==> src/rtl/iob_uart16550_ctrl_pkg.sv <==
// Shared constants, states and init-sequence helpers for the iob_uart16550 controller.
// Build option: IOB_UART16550_CTRL_IRQ_EN selects the IER value written during init.
package iob_uart16550_ctrl_pkg;

    // 16550 register byte offsets
    localparam logic [2:0] REG_RBR = 3'd0;
    localparam logic [2:0] REG_THR = 3'd0;
    localparam logic [2:0] REG_DLL = 3'd0;
    localparam logic [2:0] REG_IER = 3'd1;
    localparam logic [2:0] REG_DLM = 3'd1;
    localparam logic [2:0] REG_FCR = 3'd2;
    localparam logic [2:0] REG_LCR = 3'd3;
    localparam logic [2:0] REG_LSR = 3'd5;

    // LSR bit positions
    localparam int LSR_DR      = 0;
    localparam int LSR_ERR_LO  = 1;
    localparam int LSR_ERR_HI  = 4;
    localparam int LSR_THRE    = 5;

    localparam logic [7:0] LCR_DLAB  = 8'h80;
    localparam logic [7:0] FCR_INIT  = 8'h07;
`ifdef IOB_UART16550_CTRL_IRQ_EN
    localparam logic [7:0] IER_INIT  = 8'h01;
`else
    localparam logic [7:0] IER_INIT  = 8'h00;
`endif

    localparam logic [2:0] INIT_LAST = 3'd5;

    typedef enum logic [2:0] {
        S_INIT,
        S_IDLE,
        S_TX_LSR,
        S_TX_WR,
        S_RX_LSR,
        S_RX_RD
    } ctrl_state_t;

    typedef enum logic [1:0] {
        B_IDLE,
        B_REQ,
        B_WAIT
    } bus_state_t;

    // Register offset written at each init step
    function automatic logic [2:0] init_off(input logic [2:0] step);
        case (step)
            3'd0:    return REG_LCR;
            3'd1:    return REG_DLL;
            3'd2:    return REG_DLM;
            3'd3:    return REG_LCR;
            3'd4:    return REG_FCR;
            default: return REG_IER;
        endcase
    endfunction

    // Data byte written at each init step
    function automatic logic [7:0] init_byte(input logic [2:0] step, input logic [15:0] div,
                                             input logic [7:0] lcr);
        case (step)
            3'd0:    return LCR_DLAB | lcr;
            3'd1:    return div[7:0];
            3'd2:    return div[15:8];
            3'd3:    return lcr;
            3'd4:    return FCR_INIT;
            default: return IER_INIT;
        endcase
    endfunction

endpackage

==> src/rtl/iob_uart16550_ctrl_bus.sv <==
// Single-access CSR master: owns the valid/ready/rvalid handshake and byte-lane steering.
module iob_uart16550_ctrl_bus #(
    parameter int ADDR_W = 5
) (
    input  logic              clk_i,
    input  logic              cke_i,
    input  logic              arst_n_i,
    input  logic              start,
    input  logic [ADDR_W-1:0] addr,
    input  logic [7:0]        wdata,
    input  logic              read,
    output logic              done,
    output logic [7:0]        rbyte,
    output logic              uart_valid_o,
    output logic [ADDR_W-1:0] uart_addr_o,
    output logic [31:0]       uart_wdata_o,
    output logic [3:0]        uart_wstrb_o,
    input  logic              uart_ready_i,
    input  logic              uart_rvalid_i,
    input  logic [31:0]       uart_rdata_i
);
    import iob_uart16550_ctrl_pkg::*;

    bus_state_t st, st_nxt;
    logic       read_q;

    // Handshake sequencing; done fires on the cycle the access completes
    always_comb begin
        st_nxt = st;
        done   = 1'b0;
        case (st)
            B_IDLE: if (start) st_nxt = B_REQ;
            B_REQ: begin
                if (uart_ready_i) begin
                    if (!read_q || uart_rvalid_i) begin
                        done   = 1'b1;
                        st_nxt = B_IDLE;
                    end else begin
                        st_nxt = B_WAIT;
                    end
                end
            end
            B_WAIT: begin
                if (uart_rvalid_i) begin
                    done   = 1'b1;
                    st_nxt = B_IDLE;
                end
            end
            default: st_nxt = B_IDLE;
        endcase
    end

    // State, valid and request fields; fields are latched once per access so they stay stable
    always_ff @(posedge clk_i or negedge arst_n_i) begin
        if (!arst_n_i) begin
            st           <= B_IDLE;
            read_q       <= 1'b0;
            uart_valid_o <= 1'b0;
            uart_addr_o  <= '0;
            uart_wdata_o <= '0;
            uart_wstrb_o <= '0;
        end else if (cke_i) begin
            st           <= st_nxt;
            uart_valid_o <= (st_nxt == B_REQ);
            if (st == B_IDLE && start) begin
                read_q       <= read;
                uart_addr_o  <= addr;
                uart_wdata_o <= {4{wdata}};
                uart_wstrb_o <= read ? 4'b0000 : (4'b0001 << addr[1:0]);
            end
        end
    end

    // Pick the read byte from the lane addressed by the current access
    always_comb begin
        case (uart_addr_o[1:0])
            2'd0:    rbyte = uart_rdata_i[7:0];
            2'd1:    rbyte = uart_rdata_i[15:8];
            2'd2:    rbyte = uart_rdata_i[23:16];
            default: rbyte = uart_rdata_i[31:24];
        endcase
    end

endmodule

==> src/rtl/iob_uart16550_ctrl.sv <==
// iob_uart16550 sequencer: init programming, then TX/RX byte streaming over one CSR port.
// Build option: IOB_UART16550_CTRL_IRQ_EN gates RX polling on interrupt_i and enables the RX IRQ.
//
// state    | meaning
// ---------+-----------------------------------------------
// S_INIT   | writing init register sequence, step 0..5
// S_IDLE   | arbitrating TX/RX, accepting cfg_start_i
// S_TX_LSR | reading LSR to check THRE
// S_TX_WR  | writing tx byte to THR
// S_RX_LSR | reading LSR to check DR and error bits
// S_RX_RD  | reading RBR into rx_data_o
module iob_uart16550_ctrl #(
    parameter logic [15:0] DIV_RST = 16'h001B,
    parameter logic [7:0]  LCR_VAL = 8'h03,
    parameter int          ADDR_W  = 5
) (
    input  logic              clk_i,
    input  logic              cke_i,
    input  logic              arst_n_i,
    input  logic              cfg_start_i,
    input  logic [15:0]       cfg_div_i,
    output logic              cfg_done_o,
    input  logic [7:0]        tx_data_i,
    input  logic              tx_valid_i,
    output logic              tx_ready_o,
    output logic [7:0]        rx_data_o,
    output logic              rx_valid_o,
    input  logic              rx_ready_i,
    output logic              rx_err_o,
    output logic              uart_valid_o,
    output logic [ADDR_W-1:0] uart_addr_o,
    output logic [31:0]       uart_wdata_o,
    output logic [3:0]        uart_wstrb_o,
    input  logic              uart_ready_i,
    input  logic              uart_rvalid_i,
    input  logic [31:0]       uart_rdata_i,
    input  logic              interrupt_i
);
    import iob_uart16550_ctrl_pkg::*;

    ctrl_state_t state, state_nxt;
    logic [2:0]  step, step_nxt;
    logic        issued, issued_nxt;
    logic [15:0] div_q, div_nxt;
    logic        last_tx, last_tx_nxt;
    logic        lsr_err, lsr_err_nxt;
    logic        cfg_done_nxt, tx_ready_nxt, rx_valid_nxt, rx_err_nxt;
    logic [7:0]  rx_data_nxt;

    logic        bus_start, bus_read, bus_done;
    logic [2:0]  bus_off;
    logic [7:0]  bus_wdata, bus_rbyte;
    logic        tx_cand, rx_cand;

    // TX is masked while tx_ready_o is high: the client retires that byte this cycle
    assign tx_cand = tx_valid_i && !tx_ready_o;
`ifdef IOB_UART16550_CTRL_IRQ_EN
    assign rx_cand = !rx_valid_o && interrupt_i;
`else
    assign rx_cand = !rx_valid_o;
    logic unused_irq;
    assign unused_irq = interrupt_i;
`endif

    // Access request for the current state; issued once on state entry
    always_comb begin
        bus_off   = REG_LSR;
        bus_wdata = 8'h00;
        bus_read  = 1'b1;
        case (state)
            S_INIT: begin
                bus_off   = init_off(step);
                bus_wdata = init_byte(step, div_q, LCR_VAL);
                bus_read  = 1'b0;
            end
            S_TX_WR: begin
                bus_off   = REG_THR;
                bus_wdata = tx_data_i;
                bus_read  = 1'b0;
            end
            S_RX_RD: bus_off = REG_RBR;
            default: ;
        endcase
        bus_start = (state != S_IDLE) && !issued;
    end

    // Next-state and output update
    always_comb begin
        state_nxt    = state;
        step_nxt     = step;
        issued_nxt   = issued;
        div_nxt      = div_q;
        last_tx_nxt  = last_tx;
        lsr_err_nxt  = lsr_err;
        cfg_done_nxt = cfg_done_o;
        tx_ready_nxt = 1'b0;
        rx_data_nxt  = rx_data_o;
        rx_valid_nxt = rx_valid_o;
        rx_err_nxt   = rx_err_o;

        if (bus_done)       issued_nxt = 1'b0;
        else if (bus_start) issued_nxt = 1'b1;

        if (rx_valid_o && rx_ready_i) rx_valid_nxt = 1'b0;

        case (state)
            S_INIT: begin
                if (bus_done) begin
                    if (step == INIT_LAST) begin
                        step_nxt     = 3'd0;
                        cfg_done_nxt = 1'b1;
                        state_nxt    = S_IDLE;
                    end else begin
                        step_nxt = step + 3'd1;
                    end
                end
            end
            S_IDLE: begin
                if (cfg_start_i) begin
                    div_nxt      = cfg_div_i;
                    cfg_done_nxt = 1'b0;
                    rx_err_nxt   = 1'b0;
                    step_nxt     = 3'd0;
                    state_nxt    = S_INIT;
                end else if (cfg_done_o) begin
                    if (tx_cand && (!rx_cand || !last_tx)) begin
                        last_tx_nxt = 1'b1;
                        state_nxt   = S_TX_LSR;
                    end else if (rx_cand) begin
                        last_tx_nxt = 1'b0;
                        state_nxt   = S_RX_LSR;
                    end
                end
            end
            S_TX_LSR: begin
                if (bus_done) state_nxt = bus_rbyte[LSR_THRE] ? S_TX_WR : S_IDLE;
            end
            S_TX_WR: begin
                if (bus_done) begin
                    tx_ready_nxt = 1'b1;
                    state_nxt    = S_IDLE;
                end
            end
            S_RX_LSR: begin
                if (bus_done) begin
                    lsr_err_nxt = |bus_rbyte[LSR_ERR_HI:LSR_ERR_LO];
                    state_nxt   = bus_rbyte[LSR_DR] ? S_RX_RD : S_IDLE;
                end
            end
            S_RX_RD: begin
                if (bus_done) begin
                    rx_data_nxt  = bus_rbyte;
                    rx_valid_nxt = 1'b1;
                    rx_err_nxt   = rx_err_o | lsr_err;
                    state_nxt    = S_IDLE;
                end
            end
            default: state_nxt = S_INIT;
        endcase
    end

    // State and output registers, frozen while cke_i is low
    always_ff @(posedge clk_i or negedge arst_n_i) begin
        if (!arst_n_i) begin
            state      <= S_INIT;
            step       <= 3'd0;
            issued     <= 1'b0;
            div_q      <= DIV_RST;
            last_tx    <= 1'b0;
            lsr_err    <= 1'b0;
            cfg_done_o <= 1'b0;
            tx_ready_o <= 1'b0;
            rx_data_o  <= 8'h00;
            rx_valid_o <= 1'b0;
            rx_err_o   <= 1'b0;
        end else if (cke_i) begin
            state      <= state_nxt;
            step       <= step_nxt;
            issued     <= issued_nxt;
            div_q      <= div_nxt;
            last_tx    <= last_tx_nxt;
            lsr_err    <= lsr_err_nxt;
            cfg_done_o <= cfg_done_nxt;
            tx_ready_o <= tx_ready_nxt;
            rx_data_o  <= rx_data_nxt;
            rx_valid_o <= rx_valid_nxt;
            rx_err_o   <= rx_err_nxt;
        end
    end

    iob_uart16550_ctrl_bus #(.ADDR_W(ADDR_W)) u_bus (
        .clk_i         (clk_i),
        .cke_i         (cke_i),
        .arst_n_i      (arst_n_i),
        .start         (bus_start),
        .addr          (ADDR_W'(bus_off)),
        .wdata         (bus_wdata),
        .read          (bus_read),
        .done          (bus_done),
        .rbyte         (bus_rbyte),
        .uart_valid_o  (uart_valid_o),
        .uart_addr_o   (uart_addr_o),
        .uart_wdata_o  (uart_wdata_o),
        .uart_wstrb_o  (uart_wstrb_o),
        .uart_ready_i  (uart_ready_i),
        .uart_rvalid_i (uart_rvalid_i),
        .uart_rdata_i  (uart_rdata_i)
    );

endmodule
==> config.mk <==
export PLATFORM = sky130hd
export DESIGN_NAME = iob_uart16550_ctrl
export DESIGN_NICKNAME = d
export VERILOG_FILES = /design/src/rtl/iob_uart16550_ctrl_pkg.sv /design/src/rtl/iob_uart16550_ctrl_bus.sv /design/src/rtl/iob_uart16550_ctrl.sv
export SDC_FILE = /design/constraint.sdc
export NUM_CORES = 1
export LEC_CHECK = 0
export CAP_MARGIN = 0
export CORE_AREA = 3 3 136 105
export DETAILED_ROUTE_END_ITERATION = 12
export DIE_AREA = 0 0 139 108
export PLACE_DENSITY = 0.45
export SLEW_MARGIN = 5
export SYNTH_ARGS = -nofsm -noshare
export SYNTH_HDL_FRONTEND = slang
export SYNTH_SLANG_ARGS = --single-unit
==> constraint.sdc <==
create_clock -name clk_i -period 2.6 [get_ports clk_i]
set_input_delay 0.52 -clock clk_i [delete_from_list [all_inputs] [get_ports clk_i]]
set_output_delay 0.52 -clock clk_i [all_outputs]
set_load 0.005 [all_outputs]
==> flow_summary.toml <==
[floorplanning]
core_mm2 = 0.0130
row_count = 36
die_area_mm2 = 0.0150
start_util_pct = 25.0
die_w_um = 139
die_h_um = 108
ios = 119

[global_routing]
grt_antenna_before_repair = 0
grt_max_degree = 33
grt_use_total_pct = 12.3
grt_overflow = 0
grt_pass1_vias = 2811
grt_first_pass_wirelength_um = 14900

[detailed_routing]
routed_wl_um = 9010
vias_per_cell = 4.59
drc = 0
drt_iter0_markers = 141
wire_per_inst_um = 14.8
first_pass_iters = 6
num_vias = 2789
detail-route-antenna-nets = 0

[place]
placed_area_mm2 = 0.00445
dp_slack_ns = 0.192
dpl.hpwl_um = 6950
io_buffers = 115
globalplace.congestion = 0.799

[final_layout]
nFillCells = 1311
stdcell_area_mm2 = 0.00460
area_delta_synth_final_pct = 41.8
nets = 506
final_layout_size_suffix_gt1_share_pct = 10.3
diodes = 0

[flow_run]
cap_violations = 0

[power_and_ir_drop]
internal-power_mw = 2.10
power_frac_comb_pct = 37.8
cellLeakagePower_nw = 1.95
sw_frac_of_total_pct = 29.8
ir_worst_vdd_uv = 318
clkPwrFrac_pct = 23.3
power_mw = 2.99
cellPowerDensity_mw_per_mm2 = 651
power_switching_uw = 891
p_seq_share_pct = 38.9

[sta]
setup_ws_ns = 0.515
timing.fmax_mhz = 480
maxSlewHeadroom_pct = 56.7
setup_tns_ns = 0
fin_crit_sh_pct = 80.2
tightest_slew_ns = 0.650
fin_crit_ns = 2.08
setup_viol = 0
rsz0062_at_grt = "no"
final.setup_skew_ns = 0.00607
slew_violations = 0
hold_viol = 0

[setup_path]
worstPathArrival_ns = 2.27
path_class = "flop to flop"
cpMaxStageDelayCell = "dfrtp_1"
startpoint = "u_bus.uart_addr_o[0]"
worstPathMaxFanout = 8
critPathMaxStageDelay_ns = 0.59
startpoint_type = "flop"
crit_family = "multiplexers"
required_ns = 2.79
critical_path_buf_inv_count = 0
crit_path_cell_trace = "mux4_2 -> or4_1 -> mux2_2"
worstSetupEndpointType = "flop"
r2r_start = "u_bus.uart_addr_o[0]"

[cts]
htreeDepth = 2
worstSkewPairLatency_ns = 0.29
clock_sinks = 56
cts_buffers = 5
cts_tree = "done"
clkSlewWorstSetupHoldPaths_ns = 0.08
cts_resized = 0
postCtsHoldBufs = 0
post-cts-setup-buffers = 0
cts_max_path_buffers = 2
cts_root_buf = "clkbuf_16"

[logic_synthesis]
ys_seq_area_share_pct = 43.4
synth_common_cells = "nand2_1, dfrtp_1, buf_4, a21oi_1"
synthTopCellsByArea = "dfrtp_1, nand2_1, buf_4"
syn_area_mm2 = 0.00324
yosysUniqueCellTypes = 56
yosys_warnings = 0
synth_top_area_cell = "dfrtp_1"
synth-seq-cells = 56
async_flop_share_pct = 100
synth-main-ff-cell = "dfrtp_1"
synth.avg_cell_area_um2 = 9.40
syn_inst = 345
synth_edf_count = 0
yosysMostFrequentCell = "nand2_1"
synth_top_area_share_pct = 40.1

[run_status]
status = "finished, final reports clean"

[hold_path]
hp-class = "primary input to asynchronous set/reset pin"
layout make-up:
| type | count | area (µm²) | share of cell area [%] |
|---|---|---|---|
| clock buffer | 5 | 125 | 2.72 |
| clock inverter | 3 | 26.3 | 0.571 |
| inverter | 14 | 52.6 | 1.14 |
| multi-input combinational | 231 | 1510 | 32.7 |
| sequential | 56 | 1410 | 30.6 |
| tap | 171 | 214 | 4.65 |
| timing repair buffer | 128 | 1270 | 27.6 |
metal layers:
| metal | track usage (%) | wire length [µm] | vias up |
|---|---|---|---|
| met2 | 17.6 | 3740 | 98 |
| met1 | 18.3 | 4610 | 1305 |
| met4 | 2.93 | 51 | 0 |
| li1 | - | - | 1384 |
| met3 | 3.36 | 608 | 2 |
| met5 | 0 | 0 | - |
stage by stage:
step | hold WS (ns) | util (%) | cells
floorplan | 0.224 | - | 346
global placement | 0.459 | 34.3 | 600
detailed placement | 0.458 | 34.3 | 600
CTS | 0.266 | 35.4 | 608
global route | 0.304 | 35.4 | 608
finish | 0.246 | 35.4 | 608
power groups by stage:
stage / Combinational [mW] / Sequential, mW / Clock [mW]
final: 1.13 / 1.16 / 0.696
after global routing: 1.23 / 1.20 / 0.763
after CTS: 1.15 / 1.17 / 0.725
after detailed placement: 1.14 / 1.19 / 0
after global placement: 1.14 / 1.18 / 0
after floorplan: 0.679 / 1.13 / 0
logic make-up after synthesis:
family,Yosys count,share of synthesized area [%]
other,1,0.116
flip-flops,56,43.4
multiplexers,21,10.1
buffers and inverters,59,10.3
AND/OR/NAND/NOR,123,17.8
AO/OA/AOI/OAI,79,16.1
adder cells (fa/ha/maj),6,2.24
final timing paths:
check                      slack [ns]                      to  cells after the start
min in group clk_i               0.47                div_q[3]                      2
setup / recovery                 0.52                 lsr_err                      3
setup reg to reg                 0.52                 lsr_err                      3
hold reg to reg                  0.47                div_q[3]                      2
hold / removal                   0.25  u_bus.uart_wdata_o[29]                      1
max in group asynchronous        1.70                div_q[0]                      2
cell usage in the layout (no fill, tap or decap), types with 3 or more instances in the layout:
cell type and instances:
clkdlybuf4s50_1 114, nand2_1 62, dfrtp_1 52, a21oi_1 23, nor2_1 16, o21ai_0 16
inv_1 14, mux2_2 12, buf_4 11, nand3_1 8, nand2b_1 8, nor3_1 6
o22ai_1 5, nand4_1 5, ha_1 5, clkbuf_16 5, a22oi_1 4, nor2b_1 4
mux4_1 4, o211ai_1 4, dfstp_2 4, a21boi_0 3, o221ai_1 3, and3_1 3
mux4_2 3, a21o_1 3
worst register-to-register path: cells and delay by family, from the launching register on:
kind | cells | cell delay (ns)
AND/OR/NAND/NOR | 1 | 0.54
multiplexers | 2 | 0.84
flip-flops | 1 | 0.59
state kept, by name, indices dropped and copies added, names as in the netlist:
name and flops:
rx_valid_o 1, tx_ready_o 1, u_bus.st 2, div_q 16, lsr_err 1, state 3, u_bus.uart_wdata_o 8, u_bus.read_q 1
u_bus.uart_wstrb_o 4, last_tx 1, issued 1, u_bus.uart_addr_o 3, cfg_done_o 1, rx_data_o 8, u_bus.uart_valid_o 1, rx_err_o 1
step 3
Note: power is estimated with default switching activity, not from simulation.
==> variant (same flow settings) <==
The option `IOB_UART16550_CTRL_IRQ_EN` is turned on by a define.
--- a/src/rtl/iob_uart16550_ctrl_pkg.sv
+++ b/src/rtl/iob_uart16550_ctrl_pkg.sv
@@ -1,4 +1,6 @@
 // Shared constants, states and init-sequence helpers for the iob_uart16550 controller.
 // Build option: IOB_UART16550_CTRL_IRQ_EN selects the IER value written during init.
+`define IOB_UART16550_CTRL_IRQ_EN
+
 package iob_uart16550_ctrl_pkg;
 
Check against the original RTL: no difference found for any inputs over 10 cycles, from zero or initial values and one cycle with arst_n_i low; that may be too few to reach the edited logic, so the function may still have changed.
==> variant against the original RTL <==
  * Die area unchanged
  * Sequential share of layout area down 0.066 points
  * Area after synthesis down 0.23%
  * Non-clock buffer count down 2
  * Power down 6.6%
  * Synthesized cell count down 12%
  * Routed wire length about the same
  * First-iteration DRC count down 26%
  * Setup slack worse by 0.082 ns
  * Sequential cell count unchanged
  * Combinational power down 26%
  * Sequential power down 6%
  * Final area up 0.22%
  * Critical path type unchanged
  * Largest cell class unchanged
==> variant: results (changes against the original RTL) <==
| Metric | Value |
|---|---|
| Iteration-0 DRC Markers | `104 (-26%)` |
| Met2 Track Usage GR | `17.67% (+0.069 points)` |
| Met2 wire length | `3723 um (-0.32%)` |
| Slew Limit Headroom | `61.33% (+4.7 points)` |
| Largest net degree at the start of global routing | `34 (+3.0%)` |
| IO Port Bufs | `116 (+0.87%)` |
| Internal power | `2.056 mW (-2.1%)` |
| Status | `finished clean` |
| Routing usage on met1 | `17.53% (-0.79 points)` |
| Clock buffers | `6 (+1)` |
| WL met3 | `784 um (+29%)` |
| Crit Path Max Fanout | `6 (-2)` |
| Vias | `2672 (-4.2%)` |
| Met3 Track Usage GR | `4.200% (+0.84 points)` |
| Placed Area | `4419 um^2 (-0.62%)` |
| Wire length per cell | `15.85 um (+7.0%)` |
| Non-CTS inverters | `13 (-1)` |
| Share of cells above drive strength 1 | `15.87% (+5.6 points)` |
| Post-synthesis cell type count | `55 (-1.8%)` |
| Multi-input gates | `194 (-16%)` |
| Post-synthesis compound-gate area fraction | `17.06% (+1.0 points)` |
| Signal buffers | `126 (-1.6%)` |
| Nets | `466 (-7.9%)` |
| Sequential area share after synthesis | `43.48% (+0.10 points)` |
| First-pass GRT wire length | `14580 um (-2.1%)` |
| Comb power | `0.834 mW (-26%)` |
| GPL Wtd Cong | `0.7809 (-2.2%)` |
| Leading post-synthesis cells by cell area | `dfrtp_1 (40%), mux2_2 (9.1%), buf_4 (6.5%)` |
| Dpl hpwl | `7103 um (+2.1%)` |
| Final wirelength | `9003 um (about the same)` |
| Clk tree area frac | `4.100% (+0.81 points)` |
| Synthesis-to-finish area growth | `42.48%` |
| Mux contribution to synthesized area | `15.86% (+5.7 points)` |
| Met1 WL | `4419 um (-4.2%)` |
| Global Route Usage Sum | `12.15% (-0.13 points)` |
| Post-synthesis adder-cell area fraction | `1.934% (-0.30 points)` |
| Reg power frac | `39.1% (+0.2 points)` |
| Place WS | `0.2351 ns (+0.04270 ns)` |
## variant: changes by cell type in the layout (fill, tap and decap cells not counted), moves of 4 or more
| cell | before | now |
|---|---|---|
| o22ai_1 | 5 | 1 |
| a21o_1 | 3 | 7 |
| nand2_1 | 62 | 22 |
| nand3_1 | 8 | 4 |
| a22o_1 | 2 | 6 |
| mux4_1 | 4 | 0 |
| mux2_2 | 12 | 26 |
| a31oi_1 | 0 | 5 |
| mux4_2 | 3 | 8 |
| a21oi_1 | 23 | 8 |
## variant: path summary, 6_finish.rpt
| kind | startpoint | end | slack, ns | cells after the start |
|---|---|---|---|---|
| max reg2reg | u_bus.st[0]$_DFFE_PN0P_ | step[1]$_DFFE_PN0P_ | 0.43 | 7 |
| min | arst_n_i | u_bus.uart_wstrb_o[1]$_DFFE_PN0P_ | 0.21 | 1 |
| max | u_bus.st[0]$_DFFE_PN0P_ | step[1]$_DFFE_PN0P_ | 0.43 | 7 |
| max in group asynchronous | arst_n_i | div_q[3]$_DFFE_PN1P_ | 1.74 | 2 |
| min in group clk_i | u_bus.uart_addr_o[2]$_DFFE_PN0P_ | u_bus.uart_addr_o[2]$_DFFE_PN0P_ | 0.48 | 1 |
| min reg2reg | u_bus.uart_addr_o[2]$_DFFE_PN0P_ | u_bus.uart_addr_o[2]$_DFFE_PN0P_ | 0.48 | 1 |
## variant: worst reg2reg max path, stage by stage (launching register included)
cell	delay, ns
dfrtp_1	0.40
inv_1	0.10
ha_1	0.34
and4b_1	0.23
a31oi_2	0.36
nor2_1	0.20
a32o_1	0.29
a21o_1	0.15
## variant: cell families (layout without fill, tap and decap cells)
group                      Yosys count  in the layout
adders and majority gates            5              5
other                                1              2
and+or+nand+nor                     70             70
DFF                                 56             56
AOI/OAI and AO/OA                   79             79
buffers and inverters               56            147
muxes                               38             38
